<file path="src/rtl/pll_reset_sequencer.sv">
// pll_reset_sequencer
//   Holds the PLL in reset and watches its LOCKED output. The divided-clock
//   domain is released only after lock has been continuously present for
//   STABLE_CYCLES. If the lock is lost or never arrives, the PLL is reset
//   again. After MAX_RETRIES failed attempts the sequencer parks in a sticky
//   FAULT state.
//
// Ports
//   clk_in        raw board clock (the same net that feeds clock_divider)
//   rst_n         asynchronous active-low reset
//   locked_in     PLL LOCKED, asynchronous; synchronized internally
//   soft_rst_req  one-cycle synchronous request to restart the sequence
//   pll_rst       PLL RST pin, active high
//   sys_rst_n     active-low reset for downstream logic (registered release)
//   ready         high only while running
//   fault         sticky: retries exhausted
//   retry_cnt     failed lock attempts in the current sequence
//   lock_loss_cnt (LOCK_LOSS_COUNT_EN only) saturating count of lock losses in RUN
//
// Build option
//   `define LOCK_LOSS_COUNT_EN  adds the lock_loss_cnt output and counter.
module pll_reset_sequencer #(
  parameter int SYNC_STAGES    = 2,
  parameter int PLL_RST_CYCLES = 16,
  parameter int STABLE_CYCLES  = 1024,
  parameter int LOCK_TIMEOUT   = 65536,
  parameter int MAX_RETRIES    = 3
) (
  input  logic                             clk_in,
  input  logic                             rst_n,
  input  logic                             locked_in,
  input  logic                             soft_rst_req,
  output logic                             pll_rst,
  output logic                             sys_rst_n,
  output logic                             ready,
  output logic                             fault,
`ifdef LOCK_LOSS_COUNT_EN
  output logic [7:0]                       lock_loss_cnt,
`endif
  output logic [$clog2(MAX_RETRIES+1)-1:0] retry_cnt
);

  localparam int RW      = $clog2(MAX_RETRIES + 1);
  localparam int MAX_AB  = (PLL_RST_CYCLES > STABLE_CYCLES) ? PLL_RST_CYCLES : STABLE_CYCLES;
  localparam int MAX_ALL = (MAX_AB > LOCK_TIMEOUT) ? MAX_AB : LOCK_TIMEOUT;
  localparam int CNT_W   = $clog2(MAX_ALL + 1);

  // Terminal compares happen one count early because the counter starts at 0
  // on state entry and the transition itself consumes the final cycle.
  localparam logic [CNT_W-1:0] PLL_RST_LAST = CNT_W'(PLL_RST_CYCLES - 1);
  localparam logic [CNT_W-1:0] STABLE_LAST  = CNT_W'(STABLE_CYCLES - 1);
  localparam logic [CNT_W-1:0] TIMEOUT_LAST = CNT_W'(LOCK_TIMEOUT - 1);
  localparam logic [RW-1:0]    RETRY_LIMIT  = RW'(MAX_RETRIES);

  typedef enum logic [2:0] {
    ST_PLL_RESET,
    ST_WAIT_LOCK,
    ST_STABILIZE,
    ST_RUN,
    ST_FAULT
  } state_t;

  state_t                 state_q, state_d;
  logic [CNT_W-1:0]       cnt_q, cnt_d;
  logic [SYNC_STAGES-1:0] sync_q;
  logic [RW-1:0]          retry_q, retry_d, retry_inc;
  logic                   pll_rst_q, pll_rst_d;
  logic                   sys_rst_n_q, sys_rst_n_d;
  logic                   ready_q, ready_d;
  logic                   fault_q, fault_d;
  logic                   locked_s;

  assign locked_s  = sync_q[SYNC_STAGES-1];
  assign retry_inc = retry_q + RW'(1);

  always_ff @(posedge clk_in or negedge rst_n) begin
    if (!rst_n) begin
      sync_q      <= '0;
      state_q     <= ST_PLL_RESET;
      cnt_q       <= '0;
      retry_q     <= '0;
      pll_rst_q   <= 1'b1;
      sys_rst_n_q <= 1'b0;
      ready_q     <= 1'b0;
      fault_q     <= 1'b0;
    end else begin
      sync_q      <= {sync_q[SYNC_STAGES-2:0], locked_in};
      state_q     <= state_d;
      cnt_q       <= cnt_d;
      retry_q     <= retry_d;
      pll_rst_q   <= pll_rst_d;
      sys_rst_n_q <= sys_rst_n_d;
      ready_q     <= ready_d;
      fault_q     <= fault_d;
    end
  end

  always_comb begin
    state_d = state_q;
    retry_d = retry_q;
    cnt_d   = cnt_q + CNT_W'(1);

    if (soft_rst_req) begin
      state_d = ST_PLL_RESET;
      retry_d = '0;
    end else begin
      case (state_q)
        ST_PLL_RESET: if (cnt_q == PLL_RST_LAST) state_d = ST_WAIT_LOCK;
        ST_WAIT_LOCK: begin
          if (locked_s) begin
            state_d = ST_STABILIZE;
          end else if (cnt_q == TIMEOUT_LAST) begin
            retry_d = retry_inc;
            state_d = (retry_inc == RETRY_LIMIT) ? ST_FAULT : ST_PLL_RESET;
          end
        end
        // A dropout here is a lock glitch, not a failed attempt: go back to
        // waiting without touching retry_q.
        ST_STABILIZE: begin
          if (!locked_s)                  state_d = ST_WAIT_LOCK;
          else if (cnt_q == STABLE_LAST)  state_d = ST_RUN;
        end
        ST_RUN:   if (!locked_s) state_d = ST_PLL_RESET;
        ST_FAULT: state_d = ST_FAULT;
        default:  state_d = ST_PLL_RESET;
      endcase
    end

    if (state_d == ST_RUN) retry_d = '0;

    // The shared counter restarts on every entry (including a soft restart
    // of PLL_RESET) and freezes in the states that never compare it.
    if (soft_rst_req || (state_d != state_q)) begin
      cnt_d = '0;
    end else if ((state_q == ST_RUN) || (state_q == ST_FAULT)) begin
      cnt_d = cnt_q;
    end

    // Outputs are registered from the next state so they change together
    // with the state register, except the release of sys_rst_n/ready, which
    // waits one extra cycle after RUN is entered.
    pll_rst_d   = (state_d == ST_PLL_RESET) || (state_d == ST_FAULT);
    sys_rst_n_d = (state_q == ST_RUN) && (state_d == ST_RUN);
    ready_d     = (state_q == ST_RUN) && (state_d == ST_RUN);
    fault_d     = (state_d == ST_FAULT);
  end

  assign pll_rst   = pll_rst_q;
  assign sys_rst_n = sys_rst_n_q;
  assign ready     = ready_q;
  assign fault     = fault_q;
  assign retry_cnt = retry_q;

`ifdef LOCK_LOSS_COUNT_EN
  function automatic logic [7:0] sat_inc8(input logic [7:0] v);
    return (v == 8'hFF) ? v : v + 8'd1;
  endfunction

  logic [7:0] llc_q, llc_d;
  logic       lost_lock;

  // Soft restart has priority, so a coincident request is not a lock loss.
  assign lost_lock = (state_q == ST_RUN) && !locked_s && !soft_rst_req;
  assign llc_d     = lost_lock ? sat_inc8(llc_q) : llc_q;

  always_ff @(posedge clk_in or negedge rst_n) begin
    if (!rst_n) llc_q <= '0;
    else        llc_q <= llc_d;
  end

  assign lock_loss_cnt = llc_q;
`endif

endmodule

</file>
<file path="config.mk">
export PLATFORM = sky130hd
export DESIGN_NAME = pll_reset_sequencer
export DESIGN_NICKNAME = d
export VERILOG_FILES = /design/src/rtl/pll_reset_sequencer.sv
export SDC_FILE = /design/constraint.sdc
export NUM_CORES = 1
export LEC_CHECK = 0
export ABC_AREA = 1
export CORE_MARGIN = 4
export CORE_UTILIZATION = 45
export CTS_CLUSTER_SIZE = 25
export DETAILED_ROUTE_END_ITERATION = 12
export MAX_ROUTING_LAYER = met4
export PLACE_DENSITY_LB_ADDON = 0.1
export SLEW_MARGIN = 20
export SYNTH_ARGS = -nofsm -noshare
export SYNTH_HDL_FRONTEND = slang
export SYNTH_SLANG_ARGS = --single-unit
</file>
<file path="constraint.sdc">
create_clock -name clk_in -period 2.1 [get_ports clk_in]
set_input_delay 0.42 -clock clk_in [delete_from_list [all_inputs] [get_ports clk_in]]
set_output_delay 0.42 -clock clk_in [all_outputs]
set_load 0.02 [all_outputs]
</file>
==> flow_metrics.env <==
export IMPL_outcome="finished, violations left"
export IMPL_failed_checks="setup timing"
export IMPL_syn_to_final_growth_pct=27.2
export IMPL_critical_path_class="flip-flop to flip-flop"
export IMPL_chipHeight_um=67.9
export IMPL_first_pass_grt_wire_length_um=6270
export IMPL_route_detailed_drc=0
export IMPL_cap_violations=0
export IMPL_synth_xor_area_share=0.0596
export IMPL_worst_rel_slew_slack=0.769
export IMPL_core_footprint_um2=3390
export IMPL_leading_cell_types_in_the_layout_fill_and_taps_excluded="39 x nand2_1, 26 x nor2_1, 26 x dfrtp_1"
export IMPL_synth_area_per_cell_um2=8.04
export IMPL_fin_worst_hold_slack_ns=0.365
export IMPL_die_x_um=67.9
export IMPL_r2r_cells=15
export IMPL_met3WireLength_um=127
export IMPL_tightest_slew_ns=0.346
export IMPL_synth_area_um2=1620
export IMPL_boundaryPins=10
export IMPL_powerDensity_nw_per_um2=413
export IMPL_fillerInstances=295
export IMPL_grt_max_degree=28
export IMPL_numCtsBuffers=3
export IMPL_clock_root_buffer="clkbuf_4"
export IMPL_compound_cell_area_share_of_the_yosys_netlist=0.0356
export IMPL_worst_clock_skew_ns=0.0140
export IMPL_postLayoutSetupSlackWorst_ns=-0.0636
export IMPL_placement_rows=21
export IMPL_post_synth_num_cell_types=30
export IMPL_layout_commonest_cell="nand2_1"
export IMPL_post_dp_cell_area_um2=1910
export IMPL_clk_path_buf_depth=2
export IMPL_report_final_setup_viol=17
export IMPL_gp_congestion=0.837
export IMPL_critPathMaxFanout=8
export IMPL_met2_routed_wl_um=1730
export IMPL_startpoint_type="flip-flop"
export IMPL_place_worst_setup_slack_ns=-0.240
export IMPL_synthSimpleGateAreaFrac=0.363
export IMPL_antenna_found_initial=0
export IMPL_grt_setup_unrepaired="true"
export IMPL_detailed_place_hpwl_um=2500
export IMPL_detail_route_antenna_nets=0
export IMPL_grt_usage=0.186
export IMPL_post_synth_inst_count=201
export IMPL_pre_antenna_drt_iters=4
export IMPL_top_layer="met4"
export IMPL_clk_insertion_delay_late_ns=0.35
export IMPL_share_of_post_route_cells_with_drive_strength_above_1=0.304
export IMPL_clkSinkCount=27
export IMPL_final_period_utilization=1.03
export IMPL_remaining_overflow_grt=0
export IMPL_layout_nets=246
export IMPL_drtIter0Drc=72
export IMPL_synth_area_mux_share=0
export IMPL_dieArea_um2=4610
export IMPL_synth_top_family_by_area="simple AND/OR/NAND/NOR gates"
export IMPL_clk_pin_slew_worst_paths_ns=0.14
export IMPL_synth_seq_area_share=0.419
export IMPL_initial_core_utilization=0.477
export IMPL_io_buffer_count=9
export IMPL_power_leakage_nw=0.950
export IMPL_crit_arrival_ns=2.41
export IMPL_post_synth_fa_ha_maj_area_fraction=0.0310
export IMPL_vias=1369
export IMPL_first_global_vias=1415
export IMPL_wl_per_cell_um=12.5
export IMPL_routed_via_density=4.84
export IMPL_cts_tree="built"
export IMPL_num_antenna_cells=0
export IMPL_met1_length_um=1620
export IMPL_holdBufCountCts=0
export IMPL_final_min_clock_period_ns=2.16
export IMPL_hold_path_cell_count=0
export IMPL_drt_total_wl_um=3530
export IMPL_peakVddDrop_mv=0.344
export IMPL_timing_final_max_slew_violations=0
export IMPL_finalHoldViolCount=0
export IMPL_worst_setup_ep_type="flip-flop"
export IMPL_ys_warnings_count=0
export IMPL_hold_path_class="flip-flop to flip-flop"
export IMPL_achievable_frequency_mhz=462
export IMPL_h_tree_depth=1
export IMPL_timing_critical_path_required_ns=2.34
export IMPL_cell_area_after_layout_um2=2050
export IMPL_syn_nets=209
export IMPL_synth_seq_cells=27
## worst paths after layout
check / startpoint / to / slack [ns]
max reg2reg: cnt_q[1] / cnt_q[15] / -0.06
min: sync_q[0] / sync_q[1] / 0.36
max: cnt_q[1] / cnt_q[15] / -0.06
min reg2reg: sync_q[0] / sync_q[1] / 0.36
max in group asynchronous: rst_n / pll_rst / 1.36
min in group asynchronous: rst_n / cnt_q[13] / 0.43
## layout make-up
cell class                      count  area [µm²]  share of cell area
Tap cell                           46        57.6              0.0280
Sequential cell                    27         677               0.329
Clock buffer                        4        26.3              0.0128
Multi-Input combinational cell    143         902               0.439
Timing Repair Buffer               34         278               0.135
Inverter                           29         114              0.0554
## logic make-up after synthesis
logic type / count (synthesis)
and+or+nand+nor: 116
xor gates and xnor gates: 11
buffers and inverters: 32
AOI/OAI and AO/OA: 11
DFF: 27
adders and majority gates: 4
## power by group
| part | switching, W | internal, W |
|---|---|---|
| clock network | 0.000165 | 0.0000748 |
| logic | 0.0000434 | 0.0000307 |
| registers | 0.00000713 | 0.000527 |
## per-stage QoR
| step | TNS, ns | power, W | std cells | utilization |
|---|---|---|---|---|
| final | -0.874 | 0.000848 | 283 | 0.606 |
| after global routing | -3.59 | 0.000880 | 283 | 0.606 |
| after CTS | -1.77 | 0.000847 | 282 | 0.597 |
| after detailed placement | -3.69 | 0.000607 | 274 | 0.562 |
| after global placement | -1.73 | 0.000602 | 274 | 0.562 |
| after floorplan | -0.710 | 0.000577 | 201 | - |
## layer usage
layer  GRT usage  vias to the layer above
met1       0.235                      640
li1            -                      700
met2       0.307                       24
met4      0.0596                        0
met5           -                        -
met3      0.0246                        5
## state kept, by name, indices dropped and copies added, names as in the netlist
| signal | flops |
|---|---|
| retry_cnt | 2 |
| pll_rst | 1 |
| cnt_q | 17 |
| sync_q | 2 |
| ready | 1 |
| fault | 1 |
| state_q | 3 |
## Yosys cell counts
cell      count  area, µm²
a21oi_1       4       20.0
buf_12        1       20.0
buf_4         1       7.51
buf_6         1       11.3
clkinv_1      1       3.75
clkinv_2      1       5.00
dfrtp_1      26        651
dfstp_2       1       26.3
ha_1          4       50.1
inv_1        23       86.3
inv_2         4       15.0
nand2_1      43        161
nand2_2       1       6.26
nand2_4       1       11.3
nand3_1       8       40.0
nand3_2       4       40.0
nand3b_1      1       7.51
nand3b_4      1       20.0
nand4_1       7       43.8
nor2_1       30        113
nor2_2       12       75.1
nor2_4        3       33.8
nor3_1        3       15.0
nor3_2        1       10.0
nor4b_1       1       8.76
o21ai_0       4       20.0
o21ai_1       2       10.0
o21bai_1      1       7.51
xnor2_1       2       17.5
xor2_1        9       78.8
## repair_timing
action / in CTS / in global routing
pin swaps: 6 / 4
endpoints found under the setup margin: 19 / 23
setup buffers: 3 / 1
cloned: 1 / 0
gates resized for setup: 9 / 8
## worst max-delay path, cell delays in order (launching register included)
cell	delay, ns
dfrtp_1	0.43
ha_4	0.17
nand3_4	0.09
nor2_4	0.11
nand2_2	0.07
nor4b_4	0.25
ha_2	0.25
nor2_1	0.04
a21oi_1	0.13
nand2_1	0.08
inv_2	0.08
nand2_2	0.05
nand2_2	0.09
clkinv_4	0.10
nand2_8	0.13
nor2_2	0.04
Note: power is estimated with default switching activity, not from simulation.
